[src/rtl/maint_scheduler_pkg.sv]
// Shared types and constants for the maintenance scheduler.
// Holds the FSM state encoding, the operator message codes, the default
// GRACE / SVC_MIN values and the state-to-message decode helper.
package maint_pkg;

   typedef enum logic [1:0] {
      ST_RUN  = 2'd0,
      ST_DUE  = 2'd1,
      ST_SVC  = 2'd2,
      ST_LOCK = 2'd3
   } state_t;

   localparam logic [7:0] MSG_DUE  = 8'hF0;
   localparam logic [7:0] MSG_SVC  = 8'h5A;
   localparam logic [7:0] MSG_LOCK = 8'hFF;

   localparam int unsigned GRACE_DEFAULT   = 16;
   localparam int unsigned SVC_MIN_DEFAULT = 4;

   // Operator message for a given state; RUN shows the service count.
   function automatic logic [7:0] state_msg(input state_t st, input logic [7:0] cnt);
      logic [7:0] msg;
      case (st)
         ST_RUN:  msg = cnt;
         ST_DUE:  msg = MSG_DUE;
         ST_SVC:  msg = MSG_SVC;
         ST_LOCK: msg = MSG_LOCK;
         default: msg = cnt;
      endcase
      return msg;
   endfunction

endpackage

[src/rtl/maint_scheduler_if.sv]
// Operator/display bundle of the maintenance scheduler.
// master: operator side (drives run, maint_req, maint_done, thresh).
// slave : scheduler side (drives due, locked, svc_count, msj_f).
interface maint_scheduler_if;

   logic       run;
   logic       maint_req;
   logic       maint_done;
   logic [7:0] thresh;
   logic       due;
   logic       locked;
   logic [7:0] svc_count;
   logic [7:0] msj_f;

   modport master (
      output run, maint_req, maint_done, thresh,
      input  due, locked, svc_count, msj_f
   );

   modport slave (
      input  run, maint_req, maint_done, thresh,
      output due, locked, svc_count, msj_f
   );

endinterface

[src/rtl/maint_sat_counter.sv]
// Saturating up-counter with synchronous clear and enable.
// Ports: clk, rst (sync, active-high), clr (priority over en), en, q.
module maint_sat_counter #(
   parameter int unsigned W = 8
) (
   input  logic         clk,
   input  logic         rst,
   input  logic         clr,
   input  logic         en,
   output logic [W-1:0] q
);

   localparam logic [W-1:0] MAX = {W{1'b1}};

   // Count up, hold at all-ones.
   always_ff @(posedge clk) begin
      if (rst || clr) begin
         q <= '0;
      end else if (en && (q != MAX)) begin
         q <= q + W'(1);
      end
   end

endmodule

[src/rtl/maint_scheduler.sv]
// Maintenance sequencing controller.
// Counts run cycles against a latched service interval, flags DUE, locks the
// machine out when the grace window expires, enforces a minimum service time
// and counts completed services.
// Ports: clk, rst (sync, active-high), bus (maint_scheduler_if.slave):
//   run, maint_req, maint_done, thresh in; due, locked, svc_count, msj_f out.
module maint_scheduler
   import maint_pkg::*;
#(
   parameter int unsigned GRACE   = GRACE_DEFAULT,
   parameter int unsigned SVC_MIN = SVC_MIN_DEFAULT
) (
   input  logic clk,
   input  logic rst,
   maint_scheduler_if.slave bus
);

   localparam int unsigned GRACE_W = (GRACE > 1) ? $clog2(GRACE) : 1;
   localparam int unsigned TMR_W   = $clog2(SVC_MIN + 1);

   state_t              state_q, state_d;
   logic [7:0]          thr_q;
   logic [7:0]          cyc_cnt;
   logic [GRACE_W-1:0]  grace_cnt;
   logic [TMR_W-1:0]    svc_tmr;
   logic [7:0]          svc_count;
   logic [7:0]          svc_count_nxt_c;

   logic cyc_en, cyc_clr;
   logic grace_en, grace_clr;
   logic tmr_en, tmr_clr;
   logic svc_exit;

   // Next state and counter controls.
   always_comb begin
      state_d   = state_q;
      cyc_en    = 1'b0;
      cyc_clr   = 1'b0;
      grace_en  = 1'b0;
      grace_clr = 1'b0;
      tmr_en    = 1'b0;
      tmr_clr   = 1'b0;
      svc_exit  = 1'b0;
      case (state_q)
         ST_RUN: begin
            if (bus.maint_req) begin
               state_d = ST_SVC;
               tmr_clr = 1'b1;
            end else if (bus.run) begin
               // The increment lands cyc_cnt exactly on thr_q when DUE is entered.
               cyc_en = 1'b1;
               if ((thr_q != 8'd0) && (cyc_cnt == (thr_q - 8'd1))) begin
                  state_d   = ST_DUE;
                  grace_clr = 1'b1;
               end
            end
         end
         ST_DUE: begin
            grace_en = 1'b1;
            if (bus.maint_req) begin
               state_d = ST_SVC;
               tmr_clr = 1'b1;
            end else if (grace_cnt == GRACE_W'(GRACE - 1)) begin
               state_d = ST_LOCK;
            end
         end
         ST_LOCK: begin
            if (bus.maint_req) begin
               state_d = ST_SVC;
               tmr_clr = 1'b1;
            end
         end
         ST_SVC: begin
            tmr_en = 1'b1;
            if (bus.maint_done && (svc_tmr >= TMR_W'(SVC_MIN))) begin
               state_d   = ST_RUN;
               cyc_clr   = 1'b1;
               grace_clr = 1'b1;
               svc_exit  = 1'b1;
            end
         end
         default: state_d = ST_RUN;
      endcase
   end

   // State register.
   always_ff @(posedge clk) begin
      if (rst) begin
         state_q <= ST_RUN;
      end else begin
         state_q <= state_d;
      end
   end

   // Service interval latch: reloaded only in reset and on service exit.
   always_ff @(posedge clk) begin
      if (rst || svc_exit) begin
         thr_q <= bus.thresh;
      end
   end

   maint_sat_counter #(.W(8)) u_cyc (
      .clk(clk), .rst(rst), .clr(cyc_clr), .en(cyc_en), .q(cyc_cnt)
   );

   maint_sat_counter #(.W(GRACE_W)) u_grace (
      .clk(clk), .rst(rst), .clr(grace_clr), .en(grace_en), .q(grace_cnt)
   );

   maint_sat_counter #(.W(TMR_W)) u_tmr (
      .clk(clk), .rst(rst), .clr(tmr_clr), .en(tmr_en), .q(svc_tmr)
   );

   maint_sat_counter #(.W(8)) u_svc (
      .clk(clk), .rst(rst), .clr(1'b0), .en(svc_exit), .q(svc_count)
   );

   // Count value after this edge, so the RUN message shows it immediately.
   assign svc_count_nxt_c = (svc_exit && (svc_count != 8'hFF)) ? svc_count + 8'd1 : svc_count;

   // Status outputs registered from the next state.
   always_ff @(posedge clk) begin
      if (rst) begin
         bus.due    <= 1'b0;
         bus.locked <= 1'b0;
         bus.msj_f  <= 8'h00;
      end else begin
         bus.due    <= (state_d == ST_DUE);
         bus.locked <= (state_d == ST_LOCK);
         bus.msj_f  <= state_msg(state_d, svc_count_nxt_c);
      end
   end

   assign bus.svc_count = svc_count;

endmodule

[src/flat_wrapper.sv]
// flat-port wrapper written by rule: the top's interface ports become plain ports
module maint_scheduler_flat import maint_pkg::*;
#(
   parameter int unsigned GRACE   = GRACE_DEFAULT,
   parameter int unsigned SVC_MIN = SVC_MIN_DEFAULT
)
  (clk, rst, bus_run, bus_maint_req, bus_maint_done, bus_thresh, bus_due, bus_locked, bus_svc_count, bus_msj_f);
  maint_scheduler_if bus_i ();
  input  logic clk;
  input  logic rst;
  input wire logic [$bits(bus_i.run)-1:0] bus_run;
  input wire logic [$bits(bus_i.maint_req)-1:0] bus_maint_req;
  input wire logic [$bits(bus_i.maint_done)-1:0] bus_maint_done;
  input wire logic [$bits(bus_i.thresh)-1:0] bus_thresh;
  output wire logic [$bits(bus_i.due)-1:0] bus_due;
  output wire logic [$bits(bus_i.locked)-1:0] bus_locked;
  output wire logic [$bits(bus_i.svc_count)-1:0] bus_svc_count;
  output wire logic [$bits(bus_i.msj_f)-1:0] bus_msj_f;
  assign bus_i.run = bus_run;
  assign bus_i.maint_req = bus_maint_req;
  assign bus_i.maint_done = bus_maint_done;
  assign bus_i.thresh = bus_thresh;
  assign bus_due = bus_i.due;
  assign bus_locked = bus_i.locked;
  assign bus_svc_count = bus_i.svc_count;
  assign bus_msj_f = bus_i.msj_f;
  maint_scheduler #(.GRACE(GRACE), .SVC_MIN(SVC_MIN)) u_core (.clk(clk), .rst(rst), .bus(bus_i));
endmodule
[config.mk]
export PLATFORM = sky130hd
export DESIGN_NAME = maint_scheduler_flat
export DESIGN_NICKNAME = d
export VERILOG_FILES = /design/src/rtl/maint_scheduler_pkg.sv /design/src/rtl/maint_scheduler_if.sv /design/src/rtl/maint_sat_counter.sv /design/src/rtl/maint_scheduler.sv /design/src/flat_wrapper.sv
export SDC_FILE = /design/constraint.sdc
export NUM_CORES = 1
export LEC_CHECK = 0
export BUFFER_PORTS_ARGS = -buffer_cell sky130_fd_sc_hd__buf_2
export CAP_MARGIN = 0
export CORE_MARGIN = 2
export CORE_UTILIZATION = 25
export CTS_BUF_LIST = sky130_fd_sc_hd__clkbuf_4 sky130_fd_sc_hd__clkbuf_8
export DETAILED_ROUTE_END_ITERATION = 8
export SLEW_MARGIN = 20
export SYNTH_ARGS = -nofsm -noshare
export SYNTH_HDL_FRONTEND = slang
export SYNTH_HIERARCHICAL = 1
export SYNTH_SLANG_ARGS = --single-unit
[constraint.sdc]
create_clock -name clk -period 2.4 [get_ports clk]
set_clock_uncertainty 0.2 [all_clocks]
set_input_delay 0.48 -clock clk [delete_from_list [all_inputs] [get_ports clk]]
set_output_delay 0.48 -clock clk [all_outputs]
set_load 0.01 [all_outputs]
# Word level (Yosys, flattened, before mapping)
# Cells that the tools add are included.
# W data, S select, Z words.
# word_totals
ff_bits	43
in_bits	13
out_inout_bits	18
# op_classes
addsub	5
n_lt_le_gt_ge	1
n_eq_ne	12
mux	23
n_reduce_logical	13
# ops
op	n
$pmux W8 S4	1
$add A8 B1 Y8 const B	2
$ne A8 B8 Y1 const B	2
$mux W2	7
$mux W1	12
$eq A2 B2 Y1 const B	4
$eq A8 B8 Y1	1
$mux W8	1
$pmux W2 S4	1
$reduce_bool A8 Y1	1
$sub A8 B1 Y8 const B	1
$logic_and A1 B1 Y1	6
$add A4 B1 Y4 const B	1
$eq A2 B1 Y1 const B	2
$eq A4 B4 Y1 const B	1
$logic_not A2 Y1	2
$ne A4 B4 Y1 const B	1
$add A3 B1 Y3 const B	1
$ge A3 B3 Y1 const B	1
$logic_or A1 B1 Y1	3
$ne A3 B3 Y1 const B	1
$reduce_or A3 Y1	1
$pmux W1 S2	1

# Longest topological paths before layout
# logic_depth
ltp_word	9
ltp_mapped	11

# Modules after synthesis
# The synthesis kept the hierarchy.
# modules_own_cells
mod	n_inst	cells_each	area_per_inst_um2	seq_area_each_um2
maint_scheduler	1	114	1142.3	480.5
maint_sat_counter at u_core.u_cyc ...	2	48	421.7	160.2
maint_sat_counter at u_core.u_grace	1	21	210.2	80.1
maint_sat_counter at u_core.u_tmr	1	12	142.6	60.1

# Worst setup path before layout
# OpenSTA, ideal clock, no wires.
# synth_path
path_kind	reg-to-reg
start	register u_core.thr_q[0]
end	register u_core.bus.msj_f[2]
setup_time_ps	121
t_arrival_ps	2233
t_required_ps	2079
path_slack_ps	-154
path_stages_with_launch	10
n_path_buf	1
synth_period_minus_slack_ps	2554
path_cell_list	edfxtp_1 -> inv_1 -> ha_1 -> or3b_4 -> nor3_2 -> xnor2_1 -> a2111oi_4 -> a41oi_2 -> buf_6 -> mux2_4
# synth_via
elab_chain_cells	9
word_cells_on_any_way	13
cone_classes	add/sub: 1; eq/ne: 4; mux: 5; reduce/logical: 3
# synth_lines
item	line_no	text
start, declared	maint_scheduler.sv:22	logic [7:0] thr_q;
start signal, assigned	maint_scheduler.sv:98	thr_q <= bus.thresh;
$sub A8 B1 Y8	maint_scheduler.sv:52	if ((thr_q != 8'd0) && (cyc_cnt == (thr_q - 8'd1))) begin
$eq A8 B8 Y1	maint_scheduler.sv:52	
$logic_and A1 B1 Y1 (*)	maint_scheduler.sv:52	
$mux W2 (*)	maint_scheduler.sv:52	
$mux W2 (*)	maint_scheduler.sv:49	end else if (bus.run) begin
$mux W2 (*)	maint_scheduler.sv:46	if (bus.maint_req) begin
$pmux W2 S4 (*)	maint_scheduler.sv:44	case (state_q)
$eq A2 B2 Y1 (tied with other cells)	maint_scheduler_pkg.sv:23	case (st)
$pmux W8 S4 (*)	maint_scheduler_pkg.sv:23	
end signal, assigned	maint_scheduler.sv:130	bus.msj_f <= state_msg(state_d, svc_count_nxt_c);
end, declared	maint_scheduler_if.sv:22	output due, locked, svc_count, msj_f
# Every way passes the cells marked *; elsewhere a longest branch is shown, timed or not.
# A chain may end at the register's enable or synchronous reset.

# Worst setup path in the final report
# Ends and elaborated chain as after synthesis.

==> summary.md <==
| Metric | Value |
|---|---|
| Outcome | `finished, violations left` |
| Failing checks | `negative setup slack` |
| Cell family with most CP delay | `simple AND/OR/NAND/NOR gates` |
| DRC Markers | `0` |
| Peak supply drop | `206.0 µV` |
| Final-report hold violation count | `0` |
| Slew Limit Headroom | `64.93%` |
| Clock network power share | `35.1%` |
| Synth Cell Area | `0.002338 mm²` |
| WP depth | `8` |
| Clk root buf | `clkbuf_8` |
| Largest net degree at the start of global routing | `30` |
| CTS Buf Count | `5` |
| Post-layout nets | `322` |
| Hold_buf cts | `0` |
| Worst Path Arrival | `2440 ps` |
| Internal power | `1021 µW` |
| DR vias/cell | `4.753` |
| Share of cells above drive strength 1 | `29.47%` |
| Pre-CTS setup slack | `-86.42 ps` |
| Via count | `1,963` |
| Hold Path Stages | `1` |
| First-pass GRT wire length | `8.728 mm` |
| Boundary Pins | `31` |
| Required time worst endpoint | `2400 ps` |
| Clock slew at reported path FFs | `90 ps` |
| Initial antenna violation count | `0` |
| Final ANT Viol Nets | `0` |
| Worst slew pin tran | `526.1 ps` |
| Logic pwr share | `9.2%` |
| Sequential cell area fraction in the yosys report | `40.24%` |
| PwrDens | `468.1 mW/mm²` |
| Chip width | `100.7 µm` |
| Seq pwr share | `55.7%` |
| Sw Share | `25.68%` |
| Fillers | `944` |
| Worst Reg-to-Reg Cells | `8` |
| DIE HEIGHT | `100.7 µm` |
| CTS tree | `built` |
| Area grow syn2layout | `25.52%` |
| Fin crit share | `101.9%` |
| NetSw | `352.9 µW` |
| Slowest-stage cell, CP | `edfxtp_1` |
| Async SR Flop Fraction | `0%` |
| Most common cell after layout, fill and taps aside | `dfxtp_1` |
| Critical Path Sink Type | `flop` |
| Starting Density | `25.55%` |
| Final Util | `32.07%` |
| Starting DRC count in detailed routing | `60` |
| Die area | `0.01014 mm²` |
| WL/cell | `12.66 µm` |
| Final min period | `2445 ps` |
| Syn avg cell area | `9.623 µm²` |
| Distinct cells, synth | `55` |
| Critical Path Max Stage Delay | `410 ps` |
| Setup Viol. Count Final | `8` |
| Worst Slack Setup Final | `-44.83 ps` |
| Longest Clk Path Bufs | `2` |
| Drt pass-1 iters | `4` |
| Synthesis-stage register bit count | `43` |
| Final Slew Violations | `0` |
| Ant diodes | `0` |
| Leak Pwr | `0.001208 µW` |
| Number of synthesized flops with an enable pin | `8` |
| Max frequency | `409.0 MHz` |
| Synth Flop Type | `dfxtp_1` |
| Core Rows | `35` |
| Vias in the first global route | `1,838` |
| Crit Path Class | `reg -> reg` |
| Total grt overflow | `0` |
| Maxcap violations | `0` |
| DPL Wire Length | `3.861 mm` |
| Bufs and invs on worst path | `1` |
| Cells after synthesis | `243` |
| # H-tree levels | `2` |
| Clock Sinks | `43` |
| YS warnings | `6` |
| CP Launch Type | `flop` |
| Core area | `0.009153 mm²` |
| Crit-path cells | `inv_2 > ha_4 > or3b_4 > nor3_4 > xnor2_2 > a2111oi_4 > a41oi_2 > mux2_4` |
| CP max FO | `5` |
| RSZ-0062 raised after global routing | `yes` |
| Hold Path Class | `in -> reg` |
| Routed wire length | `5.229 mm` |
| RD Place Congestion | `0.7756` |
| Clk_lat worst skew | `300 ps` |
| PortBufs | `30` |
| Total Routing Usage GR | `10.84%` |
| Most frequent cells in the layout | `dfxtp_1, buf_2, buf_4, nand2_1, a21oi_1` |
[worst reg2reg max path: stages (launching register included)]
cell and delay, ps:
edfxtp_1 410, inv_2 100, ha_4 130, or3b_4 390, nor3_4 160, xnor2_2 110
a2111oi_4 230, a41oi_2 260, mux2_4 350
[registers in the layout (all words and copies together), names as in the netlist]
name               cells
u_core/bus.msj_f       8
u_core/thr_q           8
u_core/u_cyc/q         8
u_core/u_svc/q         8
u_core/u_grace/q       4
u_core/u_tmr/q         3
u_core/state_q         2
u_core/bus.due         1
u_core/bus.locked      1
[worst paths after layout]
path,to,from,slack [ps]
setup / recovery,u_core/bus.msj_f[2],u_core/thr_q[0],-40
setup reg to reg,u_core/bus.msj_f[2],u_core/thr_q[0],-40
hold / removal,u_core/thr_q[6],bus_thresh[6],160
hold reg to reg,u_core/u_cyc/q[1],u_core/u_cyc/q[1],330
[kinds of logic (layout without fill, tap and decap cells)]
group                      after synthesis  in the layout  share of synthesized area, %
buffers and inverters                   13             68                         2.515
and+or+nand+nor                        104            104                         26.22
AOI/OAI and AO/OA                       44             44                         14.29
other                                    1              5                        0.1604
xor gates and xnor gates                15             15                         5.618
muxes                                   15             15                         6.688
adders and majority gates                8              8                         4.281
DFF                                     43             43                         40.24
[metrics by stage]
stage	area, µm²	hold slack, ps	power (µW)	TNS, ps	instances
detailed placement	2760	304.5	898.8	-516.1	402
floorplan	2354	268.0	848.2	-77.60	247
global route	2935	144.9	1437	-1932	413
CTS	2912	149.1	1387	-352.4	413
finish	2935	155.1	1374	-206.9	413
global placement	2760	292.1	896.4	-11.18	402
[per-layer routing]
layer / global-route usage [%] / wire (µm) / part of all wire (%) / vias to the layer above
li1: - / - / - / 1011
met1: 13.62 / 2452 / 47 / 922
met2: 17.95 / 2519 / 48 / 21
met3: 2.288 / 137 / 2.6 / 9
met4: 4.636 / 119 / 2.3 / 0
met5: 0 / 0 / 0 / -
[cell usage after synthesis (all sizes together) (3+ instances only)]
library cell	n	share of area [%]
a21boi	4	1.6
a21o	3	0.96
a21oi	16	3.4
and3	8	2.1
and3b	4	1.5
and4	4	1.6
buf	3	0.91
clkbuf	3	0.48
dfxtp	35	30
edfxtp	8	10
ha	8	4.3
inv	7	1.1
mux2i	13	5.6
nand2	21	3.4
nand2b	3	1.1
nand3	7	1.5
nand4	11	2.9
nor2	13	2.1
nor2b	3	1.1
nor3	10	2.6
nor4	3	0.80
o211ai	3	1.2
o21ai	4	0.86
or3	7	2.0
or4	3	0.96
xnor2	9	3.4
xor2	6	2.2
[power by group through the flow]
stage                     sequential [µW]  combinational (µW)  clock [µW]
final                                 765                 127         482
after global routing                  768                 140         529
after CTS                             765                 125         497
after detailed placement              781                 117           0
after global placement                781                 115           0
after floorplan                       783                65.0           0
[area by class of cell]
class | instances | area [µm²] | area share, %
multi-input combinational | 191 | 1406 | 47.91
sequential | 43 | 940.9 | 32.05
timing repair buffer | 53 | 330.3 | 11.25
tap | 111 | 138.9 | 4.731
clock buffer | 5 | 68.82 | 2.344
inverter | 7 | 26.28 | 0.8951
clock inverter | 3 | 23.77 | 0.8099
[what timing repair did]
item | in CTS | in global routing
setup endpoints to repair | 12 | 14
resized for setup | 8 | 7
setup buffers | 3 | 0
hold endpoints to repair | 0 | 0
pin swaps | 1 | 3
(Power assumes the default switching activity.)
